`config.mk`:
```
export PLATFORM = sky130hd
export DESIGN_NAME = wishbone_arbiter_2m
export DESIGN_NICKNAME = d
export VERILOG_FILES = /design/src/rtl/wb_arb_pkg.sv /design/src/rtl/wb_timeout_watchdog.sv /design/src/rtl/wishbone_arbiter_2m.sv
export SDC_FILE = /design/constraint.sdc
export NUM_CORES = 1
export LEC_CHECK = 0
export CAP_MARGIN = 20
export CORE_AREA = 4 4 103 105
export DETAILED_ROUTE_END_ITERATION = 8
export DIE_AREA = 0 0 107 109
export HOLD_SLACK_MARGIN = 0.02
export PLACE_DENSITY = 0.68
export RECOVER_POWER = 50
export SLEW_MARGIN = 20
export SYNTH_ARGS = -nofsm -noshare
export SYNTH_HDL_FRONTEND = slang
export SYNTH_HIERARCHICAL = 1
export SYNTH_SLANG_ARGS = --single-unit
```
`constraint.sdc`:
```
create_clock -name clk_i -period 1.7 [get_ports clk_i]
set_input_delay 0.255 -clock clk_i [delete_from_list [all_inputs] [get_ports clk_i]]
set_output_delay 0.255 -clock clk_i [all_outputs]
set_load 0.02 [all_outputs]
```
`src/rtl/wb_arb_pkg.sv`:
```
// rtl/wb_arb_pkg.sv - shared types and defaults for the two-master Wishbone arbiter
package wb_arb_pkg;

   typedef enum logic {
      IDLE = 1'b0,
      BUSY = 1'b1
   } arb_state_t;

   // Index of a master: 0 = CPU side, 1 = DMA/blitter
   typedef logic owner_t;

   localparam int DEF_ADDR_W = 16;
   localparam int DEF_DATA_W = 32;

endpackage

```
`src/rtl/wb_timeout_watchdog.sv`:
```
// rtl/wb_timeout_watchdog.sv - stalled-strobe watchdog, flags the TIMEOUT_CYCLES-th unacked strobe cycle
module wb_timeout_watchdog #(
   parameter int TIMEOUT_CYCLES = 255
) (
   input  logic clk_i,
   input  logic rst_n_i,
   input  logic stb_i,
   input  logic ack_i,
   input  logic clr_i,
   output logic expire_o
);

   // A zero timeout still needs a legal one-bit counter; expire is then tied off
   localparam int CNT_W = (TIMEOUT_CYCLES > 0) ? $clog2(TIMEOUT_CYCLES + 1) : 1;
   localparam logic [CNT_W-1:0] CNT_MAX  = CNT_W'(TIMEOUT_CYCLES);
   localparam logic [CNT_W-1:0] CNT_LAST = (TIMEOUT_CYCLES > 0) ? CNT_W'(TIMEOUT_CYCLES - 1) : '0;
   localparam logic WD_EN = (TIMEOUT_CYCLES > 0);

   logic [CNT_W-1:0] count_q, count_d;

   // count_q holds the stalled cycles already seen, so the current stalled cycle is number count_q+1
   always_comb begin
      expire_o = WD_EN & stb_i & ~ack_i & (count_q == CNT_LAST);
      count_d  = count_q;
      if (clr_i | ack_i | ~stb_i) begin
         count_d = '0;
      end else if (count_q != CNT_MAX) begin
         count_d = count_q + 1'b1;
      end
   end

   // Counter register, saturating rather than wrapping
   always_ff @(posedge clk_i or negedge rst_n_i) begin
      if (!rst_n_i) begin
         count_q <= '0;
      end else begin
         count_q <= count_d;
      end
   end

endmodule

```
`src/rtl/wishbone_arbiter_2m.sv`:
```
// rtl/wishbone_arbiter_2m.sv - two-master round-robin Wishbone arbiter with stall watchdog
module wishbone_arbiter_2m
   import wb_arb_pkg::*;
#(
   parameter int ADDR_W         = DEF_ADDR_W,
   parameter int DATA_W         = DEF_DATA_W,
   parameter int TIMEOUT_CYCLES = 255
) (
   input  logic                clk_i,
   input  logic                rst_n_i,
   input  logic                m0_cyc_i,
   input  logic                m0_stb_i,
   input  logic                m0_we_i,
   input  logic [DATA_W/8-1:0] m0_sel_i,
   input  logic [ADDR_W-1:0]   m0_adr_i,
   input  logic [DATA_W-1:0]   m0_dat_i,
   output logic [DATA_W-1:0]   m0_dat_o,
   output logic                m0_ack_o,
   output logic                m0_err_o,
   input  logic                m1_cyc_i,
   input  logic                m1_stb_i,
   input  logic                m1_we_i,
   input  logic [DATA_W/8-1:0] m1_sel_i,
   input  logic [ADDR_W-1:0]   m1_adr_i,
   input  logic [DATA_W-1:0]   m1_dat_i,
   output logic [DATA_W-1:0]   m1_dat_o,
   output logic                m1_ack_o,
   output logic                m1_err_o,
   output logic                s_cyc_o,
   output logic                s_stb_o,
   output logic                s_we_o,
   output logic [DATA_W/8-1:0] s_sel_o,
   output logic [ADDR_W-1:0]   s_adr_o,
   output logic [DATA_W-1:0]   s_dat_o,
   input  logic [DATA_W-1:0]   s_dat_i,
   input  logic                s_ack_i,
   output logic [1:0]          grant_o
);

   localparam int SEL_W = DATA_W / 8;

   arb_state_t state_q, state_d;
   owner_t     owner_q, owner_d;
   owner_t     last_grant_q, last_grant_d;
   owner_t     winner;

   logic              busy;
   logic              own_cyc;
   logic              own_stb;
   logic              own_we;
   logic [SEL_W-1:0]  own_sel;
   logic [ADDR_W-1:0] own_adr;
   logic [DATA_W-1:0] own_dat;
   logic              bus_stb;
   logic              expire;

   // Select the current owner's request signals
   always_comb begin
      busy    = (state_q == BUSY);
      own_cyc = owner_q ? m1_cyc_i : m0_cyc_i;
      own_stb = owner_q ? m1_stb_i : m0_stb_i;
      own_we  = owner_q ? m1_we_i  : m0_we_i;
      own_sel = owner_q ? m1_sel_i : m0_sel_i;
      own_adr = owner_q ? m1_adr_i : m0_adr_i;
      own_dat = owner_q ? m1_dat_i : m0_dat_i;
      bus_stb = busy & own_cyc & own_stb;
   end

   // Watchdog sees the strobe before the abort gating, otherwise expire would feed back on itself
   wb_timeout_watchdog #(
      .TIMEOUT_CYCLES(TIMEOUT_CYCLES)
   ) u_watchdog (
      .clk_i   (clk_i),
      .rst_n_i (rst_n_i),
      .stb_i   (bus_stb),
      .ack_i   (s_ack_i),
      .clr_i   (~busy),
      .expire_o(expire)
   );

   // Shared-bus and per-master outputs, all derived from the registered owner so reset clears them at once
   always_comb begin
      s_cyc_o  = busy & own_cyc & ~expire;
      s_stb_o  = bus_stb & ~expire;
      s_we_o   = busy & own_we;
      s_sel_o  = busy ? own_sel : '0;
      s_adr_o  = busy ? own_adr : '0;
      s_dat_o  = busy ? own_dat : '0;
      m0_dat_o = s_dat_i;
      m1_dat_o = s_dat_i;
      m0_ack_o = s_ack_i & busy & ~owner_q;
      m1_ack_o = s_ack_i & busy & owner_q;
      m0_err_o = expire & ~owner_q;
      m1_err_o = expire & owner_q;
      grant_o  = busy ? (owner_q ? 2'b10 : 2'b01) : 2'b00;
   end

   // Arbitration: grant in IDLE, hold while owner keeps cyc, drop to IDLE on release or abort
   always_comb begin
      state_d      = state_q;
      owner_d      = owner_q;
      last_grant_d = last_grant_q;
      winner       = (m0_cyc_i & m1_cyc_i) ? ~last_grant_q : m1_cyc_i;
      case (state_q)
         IDLE: begin
            if (m0_cyc_i | m1_cyc_i) begin
               state_d      = BUSY;
               owner_d      = winner;
               last_grant_d = winner;
            end
         end
         BUSY: begin
            if (~own_cyc | expire) begin
               state_d = IDLE;
            end
         end
         default: state_d = IDLE;
      endcase
   end

   // Arbiter state registers; last_grant resets to master 1 so master 0 wins the first tie
   always_ff @(posedge clk_i or negedge rst_n_i) begin
      if (!rst_n_i) begin
         state_q      <= IDLE;
         owner_q      <= 1'b0;
         last_grant_q <= 1'b1;
      end else begin
         state_q      <= state_d;
         owner_q      <= owner_d;
         last_grant_q <= last_grant_d;
      end
   end

endmodule

```
* Yosys cells after proc, flatten, opt, wreduce, memory -nomap -nowiden
Cells that the tools add are included.
** Word-level totals
- Bits in registers :: 11
- Output and inout port bits :: 125
** Cells by class
- $add $sub $neg :: 1
- Equal/unequal tests :: 2
- Muxes and demuxes :: 17
- Bitwise operators :: 24
- Reductions and logical operators :: 2
** Operator list (number)
- 32-bit 2-to-1 mux :: 2
- 16-bit 2-to-1 mux :: 2
- 8-bit 2-to-1 mux :: 2
- 1-bit bitwise AND :: 13
- 8-bit by 1-bit adder with 8-bit output, second input constant :: 1
- 8-bit equality test, second input constant :: 1
- 4-bit 2-to-1 mux :: 2
- 8-bit != test, second input constant :: 1
- 1-bit NOT :: 7
- 1-bit 2-to-1 mux :: 6
- 2-bit 2-to-1 mux :: 2
- 1-bit OR :: 4
- 1-bit case mux with 2 select lines :: 1
- 2-bit AND reduction :: 1
- 2-bit nonzero test :: 1

* Depth between registers and ports, before layout
Gate-level depths: netlist (run 1).
- Depth in word-level cells :: 8
- Gate-level depth with buffers :: 8

* Modules after synthesis
The synthesis (run 1) kept the hierarchy.
** By module, submodules not included
- wishbone_arbiter_2m :: instances 1, cells each 209, area an instance 1607.8 um^2, seq. area each 76.3 um^2
- wb_timeout_watchdog :: instances 1, cells each 48, area an instance 478.0 um^2, seq. area each 200.2 um^2

* Worst setup path before layout (run 1)
OpenSTA, ideal clock, no wires.
- Path kind :: register to output
- Start point :: register owner_q
- End point :: output port m0_err_o
- Arrival time :: 1.489 ns
- Data required time :: 1.445 ns
- Setup slack :: -0.044 ns
- Cell stages (with the launch flop) :: 8
- Cells stage by stage :: dfrtp_1 > buf_6 > buf_6 > nand3_1 > a21oi_1 > nand4b_1 > nor3_1 > nor2b_1
** Between the ends
- Cells in the longest elaborated chain, start to end :: 6
- Elaborated cells between the ends (all ways) :: 8
** RTL lines
- start, declared :: line wishbone_arbiter_2m.sv:43 : owner_t owner_q, owner_d;
- start signal, assigned :: line wishbone_arbiter_2m.sv:129 : owner_q <= owner_d;
- 1-bit 2-to-1 mux :: line wishbone_arbiter_2m.sv:60 : own_cyc = owner_q ? m1_cyc_i : m0_cyc_i;
- 1-bit bitwise AND :: line wishbone_arbiter_2m.sv:66 : bus_stb = busy & own_cyc & own_stb;
- 1-bit bitwise AND (*) :: line wishbone_arbiter_2m.sv:66
- via bus_stb :: line wishbone_arbiter_2m.sv:54 : logic bus_stb;
- 1-bit bitwise AND (*) (2 in series) :: line wb_timeout_watchdog.sv:23 : expire_o = WD_EN & stb_i & ~ack_i & (count_q == CNT_LAST);
- via expire :: line wishbone_arbiter_2m.sv:55 : logic expire;
- 1-bit bitwise AND (*) :: line wishbone_arbiter_2m.sv:93 : m0_err_o = expire & ~owner_q;
- end, declared :: line wishbone_arbiter_2m.sv:19 : output logic m0_err_o,
Mark *: on every way through the listed nets, which the timed path passes. The rest lies on a longest branch.

* Worst setup path in the final report (run 1)
- Start point :: register owner_q
- End point :: output port s_stb_o
** Between the ends
- Cells in the longest elaborated chain, start to end :: 7
- Elaborated cells between the ends (all ways) :: 8
** RTL lines
- 1-bit 2-to-1 mux :: line wishbone_arbiter_2m.sv:60
- 1-bit bitwise AND :: line wishbone_arbiter_2m.sv:66
- 1-bit bitwise AND (*) :: line wishbone_arbiter_2m.sv:66
- via bus_stb :: line wishbone_arbiter_2m.sv:54
- 1-bit bitwise AND (*) (2 in series) :: line wb_timeout_watchdog.sv:23
- via expire :: line wishbone_arbiter_2m.sv:55
- 1-bit NOT (*) :: line wishbone_arbiter_2m.sv:84 : s_stb_o = bus_stb & ~expire;
- 1-bit bitwise AND (*) :: line wishbone_arbiter_2m.sv:84
- end, declared :: line wishbone_arbiter_2m.sv:30 : output logic s_stb_o,
Marked as above.

==> results.cfg, run 1 <==
[synthesis]
synth_commonest_cells = 64 x buf_4, 57 x nor2_1, 56 x mux2i_1
netlist_instances = 257
ys_types = 39
ys_seq_area_share_pct = 13.26
ys_warn_count = 6
netlist_top_cells_area = mux2i_1 27%, buf_4 23%, dfrtp_1 12%
synth_seq_cells = 11
syn_area_mm2 = 0.002086
async_reset_ff_share_pct = 100.0
synth_edf_count = 0
syn_area_per_cell_um2 = 8.116
synth_top_area_share_pct = 26.87
yosys.area.top_type = mux2i_1
synth_most_common_cell = buf_4
syn_nets = 404
synth_ff_type = dfrtp_1

[placement]
place_congestion = 0.8294
place_inst = 509
hpwl_um = 6689
io_buffers = 173

[clock_network]
htree_levels = 1
cts_buffers = 3
cts_max_path_buffers = 2
cts-root-buf = clkbuf_8
cts.clk_slew.worst_paths_ns = 0.05
cts_tree = yes
cts_sinks = 11
insertion_delay_ns = 0.24

[setup_path]
critPathCaptureType = output port
ff2ff_path_depth = 7
crit_fanout = 4
worstSetupStartpointType = register
crit_path_end = s_stb_o
cp.required_ns = 1.44
r2r_end = u_watchdog/count_q[5]
r2r_slack_ns = -0.05
crit_arrival_ns = 1.96
rr_startpoint = owner_q
cp-startpoint = owner_q
critical_path_class = reg -> out

[global_route]
grt_overflow = 0
grt.total_usage_pct = 13.14
grt_first_pass_wirelength_um = 12210
grt_pass1_vias = 2233
grt_max_degree = 58
grt_antenna_before_repair = 0

[timing]
hold_ws_ns = 0.3776
slew_violations = 0
fmax_mhz = 451.3
skew_ns = 0.001408
post-route-period-util_pct = 130.3
worst_slack_ns = -0.5159
layout_min_cycle_time_ns = 2.216
worst_pin_slew_ns = 0.5626
hold_viol = 0
rsz0062_at_grt = true
slew_headroom_pct = 62.37
setup_viol = 44

[detailed_routing]
routed_wl_um = 8584
drtIter0Drc = 120
wire_per_inst_um = 16.60
drc_errors = 0
vias = 2179
drtAntennaViolNets = 0
vias_per_cell = 4.215
dr.pass1.iters = 4

[final_layout]
finish.utilization_pct = 36.81
diodes = 0
drive_gt1_share_pct = 27.60
final_nets = 532
syn_to_final_growth_pct = 70.13
instances_no_fill = 517
fillers = 1028

[floorplanning]
coreArea_mm2 = 0.009639
io_pins = 270
initial_core_util_pct = 21.64
row_count = 36
fp.dieH_um = 109
fp.dieW_um = 107
fp.dieArea_mm2 = 0.01166

[pwr]
ir_drop_uv = 614.2
p_leak_nw = 1.636
power.share.sequential_pct = 7.9
total_power_w = 0.004538
p_switching_w = 0.002275
p_sw_share_pct = 50.13
pwr-share-comb_pct = 86.1
power_density_mw_per_mm2 = 1279
p_int_w = 0.002263
pwr-share-clk_pct = 6.0

[min_path]
min_path_type = in -> async

[flow_run]
cap_violations = 0

[outcome]
violations = negative setup slack
status = finished, violations left
==> power groups by stage <==
| stage | registers [W] | logic (W) | clock network, W |
|---|---|---|---|
| 6_report | 0.000359 | 0.00391 | 0.000270 |
| 3_3_place_gp | 0.000347 | 0.00389 | 0 |
| 5_1_grt | 0.000368 | 0.00413 | 0.000296 |
| 4_1_cts | 0.000360 | 0.00386 | 0.000279 |
| 2_1_floorplan | 0.000347 | 0.00268 | 0 |
| 3_5_place_dp | 0.000350 | 0.00391 | 0 |
==> flip-flops by register name (all words and copies together), names as in the netlist <==
register and count:
owner_q 1, busy 1, last_grant_q 1, u_watchdog/count_q 8
==> worst max-delay path, stage by stage, from the launching register on <==
cell and delay, ns:
dfrtp_4 0.50, nand3b_1 0.20, a21oi_2 0.21, nand4b_1 0.14, nor3_2 0.25, nand2b_4 0.21
nor3_2 0.04, buf_4 0.17
==> metal layers <==
metal  global-route usage [%]  vias to the layer above  part of all wire [%]
li1                         -                     1070                     -
met1                    15.70                      989                    39
met3                    5.151                        2                    11
met4                    1.918                        0                  0.27
met5                        0                        -                     0
met2                    22.84                      118                    50
==> cells by family (layout without fill, tap and decap cells) <==
group	count (synthesis)	after routing	synth area share [%]
simple gates	89	89	20.46
flops	11	11	13.26
mux	56	56	26.87
compound gates	18	18	5.879
buf+inv	81	208	32.33
fa+ha+maj	2	2	1.200
==> worst min-delay path by stage <==
stage,from,endpoint,slack (ns)
6_report,rst_n_i,u_watchdog/count_q[0],0.38
5_1_grt,rst_n_i,u_watchdog/count_q[0],0.43
4_1_cts,rst_n_i,u_watchdog/count_q[0],0.40
3_5_place_dp,s_dat_i[13],m0_dat_o[13],0.51
3_3_place_gp,last_grant_q,last_grant_q,0.51
2_1_floorplan,rst_n_i,busy,-0.04
==> cell type report <==
cell class	count	area [um2]	share of cell area [%]
Clock buffer	4	45.04	1.269
Timing Repair Buffer	200	1829	51.55
Sequential cell	11	280.3	7.898
Tap cell	133	166.4	4.690
Inverter	4	15.01	0.4231
Multi-Input combinational cell	165	1212	34.17
==> through the flow <==
stage	worst slack [ns]	cell area (um2)	setup TNS [ns]
floorplan	0.007262	2088	0
global placement	-0.9180	3503	-30.50
global route	-0.5822	3548	-8.042
finish	-0.5159	3548	-4.753
CTS	-0.5099	3513	-5.465
detailed placement	-0.9588	3503	-32.35
==> cells in the final DEF (no fill, tap or decap), drive strengths merged, types with 2 or more instances in the layout <==
cell type,Yosys,layout
ha,2,2
clkbuf,0,6
nor3,6,6
mux2i,56,56
clkdlybuf4s50,0,112
nor2,57,57
nand2b,3,3
and2,2,2
o21ai,3,3
a31oi,3,3
inv,4,4
dfrtp,10,10
nor3b,2,2
a21oi,5,5
buf,77,76
nand4,3,3
nand3,3,3
clkdlybuf4s15,0,3
nand2,5,5
and3,2,2
dlygate4sd2,0,6
o311a,2,2
==> timing repair <==
item	CTS	global route
resized for setup	246	31
endpoints found under the setup margin	64	67
setup buffers	2	0
pin swaps	8	2
hold buffers	0	0
gates cloned	2	0
Power figures use the tool's default switching activity.
==> run 2: changes to the inputs <==
--- a/config.mk
+++ b/config.mk
@@ -9,9 +9,11 @@
 export CORE_AREA = 4 4 103 105
 export DETAILED_ROUTE_END_ITERATION = 8
 export DIE_AREA = 0 0 107 109
+export GPL_TIMING_DRIVEN = 1
 export HOLD_SLACK_MARGIN = 0.02
 export PLACE_DENSITY = 0.68
 export RECOVER_POWER = 50
+export SKIP_CTS_REPAIR_TIMING = 1
 export SLEW_MARGIN = 20
 export SYNTH_ARGS = -nofsm -noshare
 export SYNTH_HDL_FRONTEND = slang
==> results.cfg, run 2 (same netlist as run 1, synthesis figures left out) <==
[outcome]
status = finished, violations left
violations = negative setup slack

[timing]
fmax_mhz = 452.4
setup_viol = 40
hold_viol = 0
rsz0062_at_grt = true
worst_slack_ns = -0.5106
slew_headroom_pct = 62.53
post-route-period-util_pct = 130.0
skew_ns = 0.0003615
layout_min_cycle_time_ns = 2.211
hold_ws_ns = 0.3767
worst_pin_slew_ns = 0.5602
slew_violations = 0

[setup_path]
critPathCaptureType = output port
critical_path_class = reg -> out
worstSetupStartpointType = register
cp.required_ns = 1.44
crit_arrival_ns = 1.96
crit_fanout = 6

[placement]
dpl_cell_area_mm2 = 0.003503
io_buffers = 173
place_congestion = 0.8294
hpwl_um = 6689

[global_route]
grt.total_usage_pct = 12.57
grt_pass1_vias = 2202
grt_antenna_before_repair = 0
grt_first_pass_wirelength_um = 11800
grt_overflow = 0
grt_max_degree = 58

[floorplanning]
fp.dieH_um = 109
fp.dieW_um = 107
initial_core_util_pct = 21.64
coreArea_mm2 = 0.009639
io_pins = 270
row_count = 36
fp.dieArea_mm2 = 0.01166

[detailed_routing]
vias_per_cell = 4.258
drtIter0Drc = 115
drc_errors = 0
drtAntennaViolNets = 0
vias = 2244
routed_wl_um = 8837
dr.pass1.iters = 4
wire_per_inst_um = 16.77

[flow_run]
cap_violations = 0

[clock_network]
cts.clk_slew.worst_paths_ns = 0.05
cts_buffers = 3
htree_levels = 1
cts_sinks = 11
cts_max_path_buffers = 2
cts_tree = yes
cts-root-buf = clkbuf_8
insertion_delay_ns = 0.24

[pwr]
ir_drop_uv = 594.4
p_sw_share_pct = 48.67
pwr-share-comb_pct = 87.2
p_int_w = 0.002507
p_leak_nw = 1.711
power.share.sequential_pct = 7.3
p_switching_w = 0.002377
power_density_mw_per_mm2 = 1341
pwr-share-clk_pct = 5.5
total_power_w = 0.004884

[final_layout]
syn_to_final_growth_pct = 74.57
mostFrequentLayoutCells = 112 x clkdlybuf4s50_1, 59 x buf_4, 56 x nor2_1
diodes = 0
drive_gt1_share_pct = 30.46
stdcell_area_mm2 = 0.003641
largest_reg_flops = 8
layout_commonest_cell = clkdlybuf4s50_1
largest-register = u_watchdog/count_q
final_nets = 542

[min_path]
min_path_type = in -> async
run 2: path summary, 6_finish.rpt:
| kind | start | endpoint | slack, ns | cells after the start |
|---|---|---|---|---|
| worst max-delay path | owner_q | m0_err_o | -0.51 | 7 |
| worst min register to register | last_grant_q | last_grant_q | 0.53 | 1 |
| worst min-delay path | rst_n_i | u_watchdog/count_q[0] | 0.38 | 1 |
| max in group asynchronous | rst_n_i | owner_q | 0.90 | 1 |
| worst max register to register | owner_q | busy | -0.01 | 6 |
| min in group clk_i | s_dat_i[14] | m0_dat_o[14] | 0.51 | 0 |
run 2: routing by layer:
layer / global-route usage, % / wire length, um / up-vias
li1: - / - / 1084
met1: 15.16 / 3388 / 1024
met2: 21.49 / 4404 / 132
met3: 5.092 / 1012 / 4
met4: 1.918 / 31 / 0
met5: 0 / 0 / -
run 2: final cells by class:
type	instances	area (um2)
inverters	4	15.01
flip-flops and latches	11	280.3
repair buffers	210	1929
multi-input cells	165	1205
well taps	133	166.4
fillers	1028	5998
clock buffers	4	45.04
run 2: critical path, cell delays in order, from the launching register on:
cell	delay, ns
dfrtp_4	0.50
nand3b_1	0.19
a21oi_2	0.22
nand4b_1	0.14
nor3_2	0.25
buf_4	0.17
nor2b_2	0.12
buf_4	0.14
run 2: through the flow:
step	util (%)	instances	setup slack [ns]	setup TNS (ns)
2_1_floorplan	-	257	0.007262	0
3_3_place_gp	36.34	509	-0.9180	-30.50
3_5_place_dp	36.34	509	-0.9588	-32.35
4_1_cts	36.81	513	-1.049	-46.26
5_1_grt	37.77	527	-0.5999	-8.400
6_report	37.77	527	-0.5106	-5.447
run 2: power by group through the flow:
| stage | Combinational, W | Clock (W) | Sequential, W |
|---|---|---|---|
| floorplan | 0.00268 | 0 | 0.000347 |
| global placement | 0.00389 | 0 | 0.000347 |
| detailed placement | 0.00391 | 0 | 0.000350 |
| CTS | 0.00394 | 0.000279 | 0.000346 |
| global route | 0.00449 | 0.000296 | 0.000363 |
| finish | 0.00426 | 0.000271 | 0.000354 |
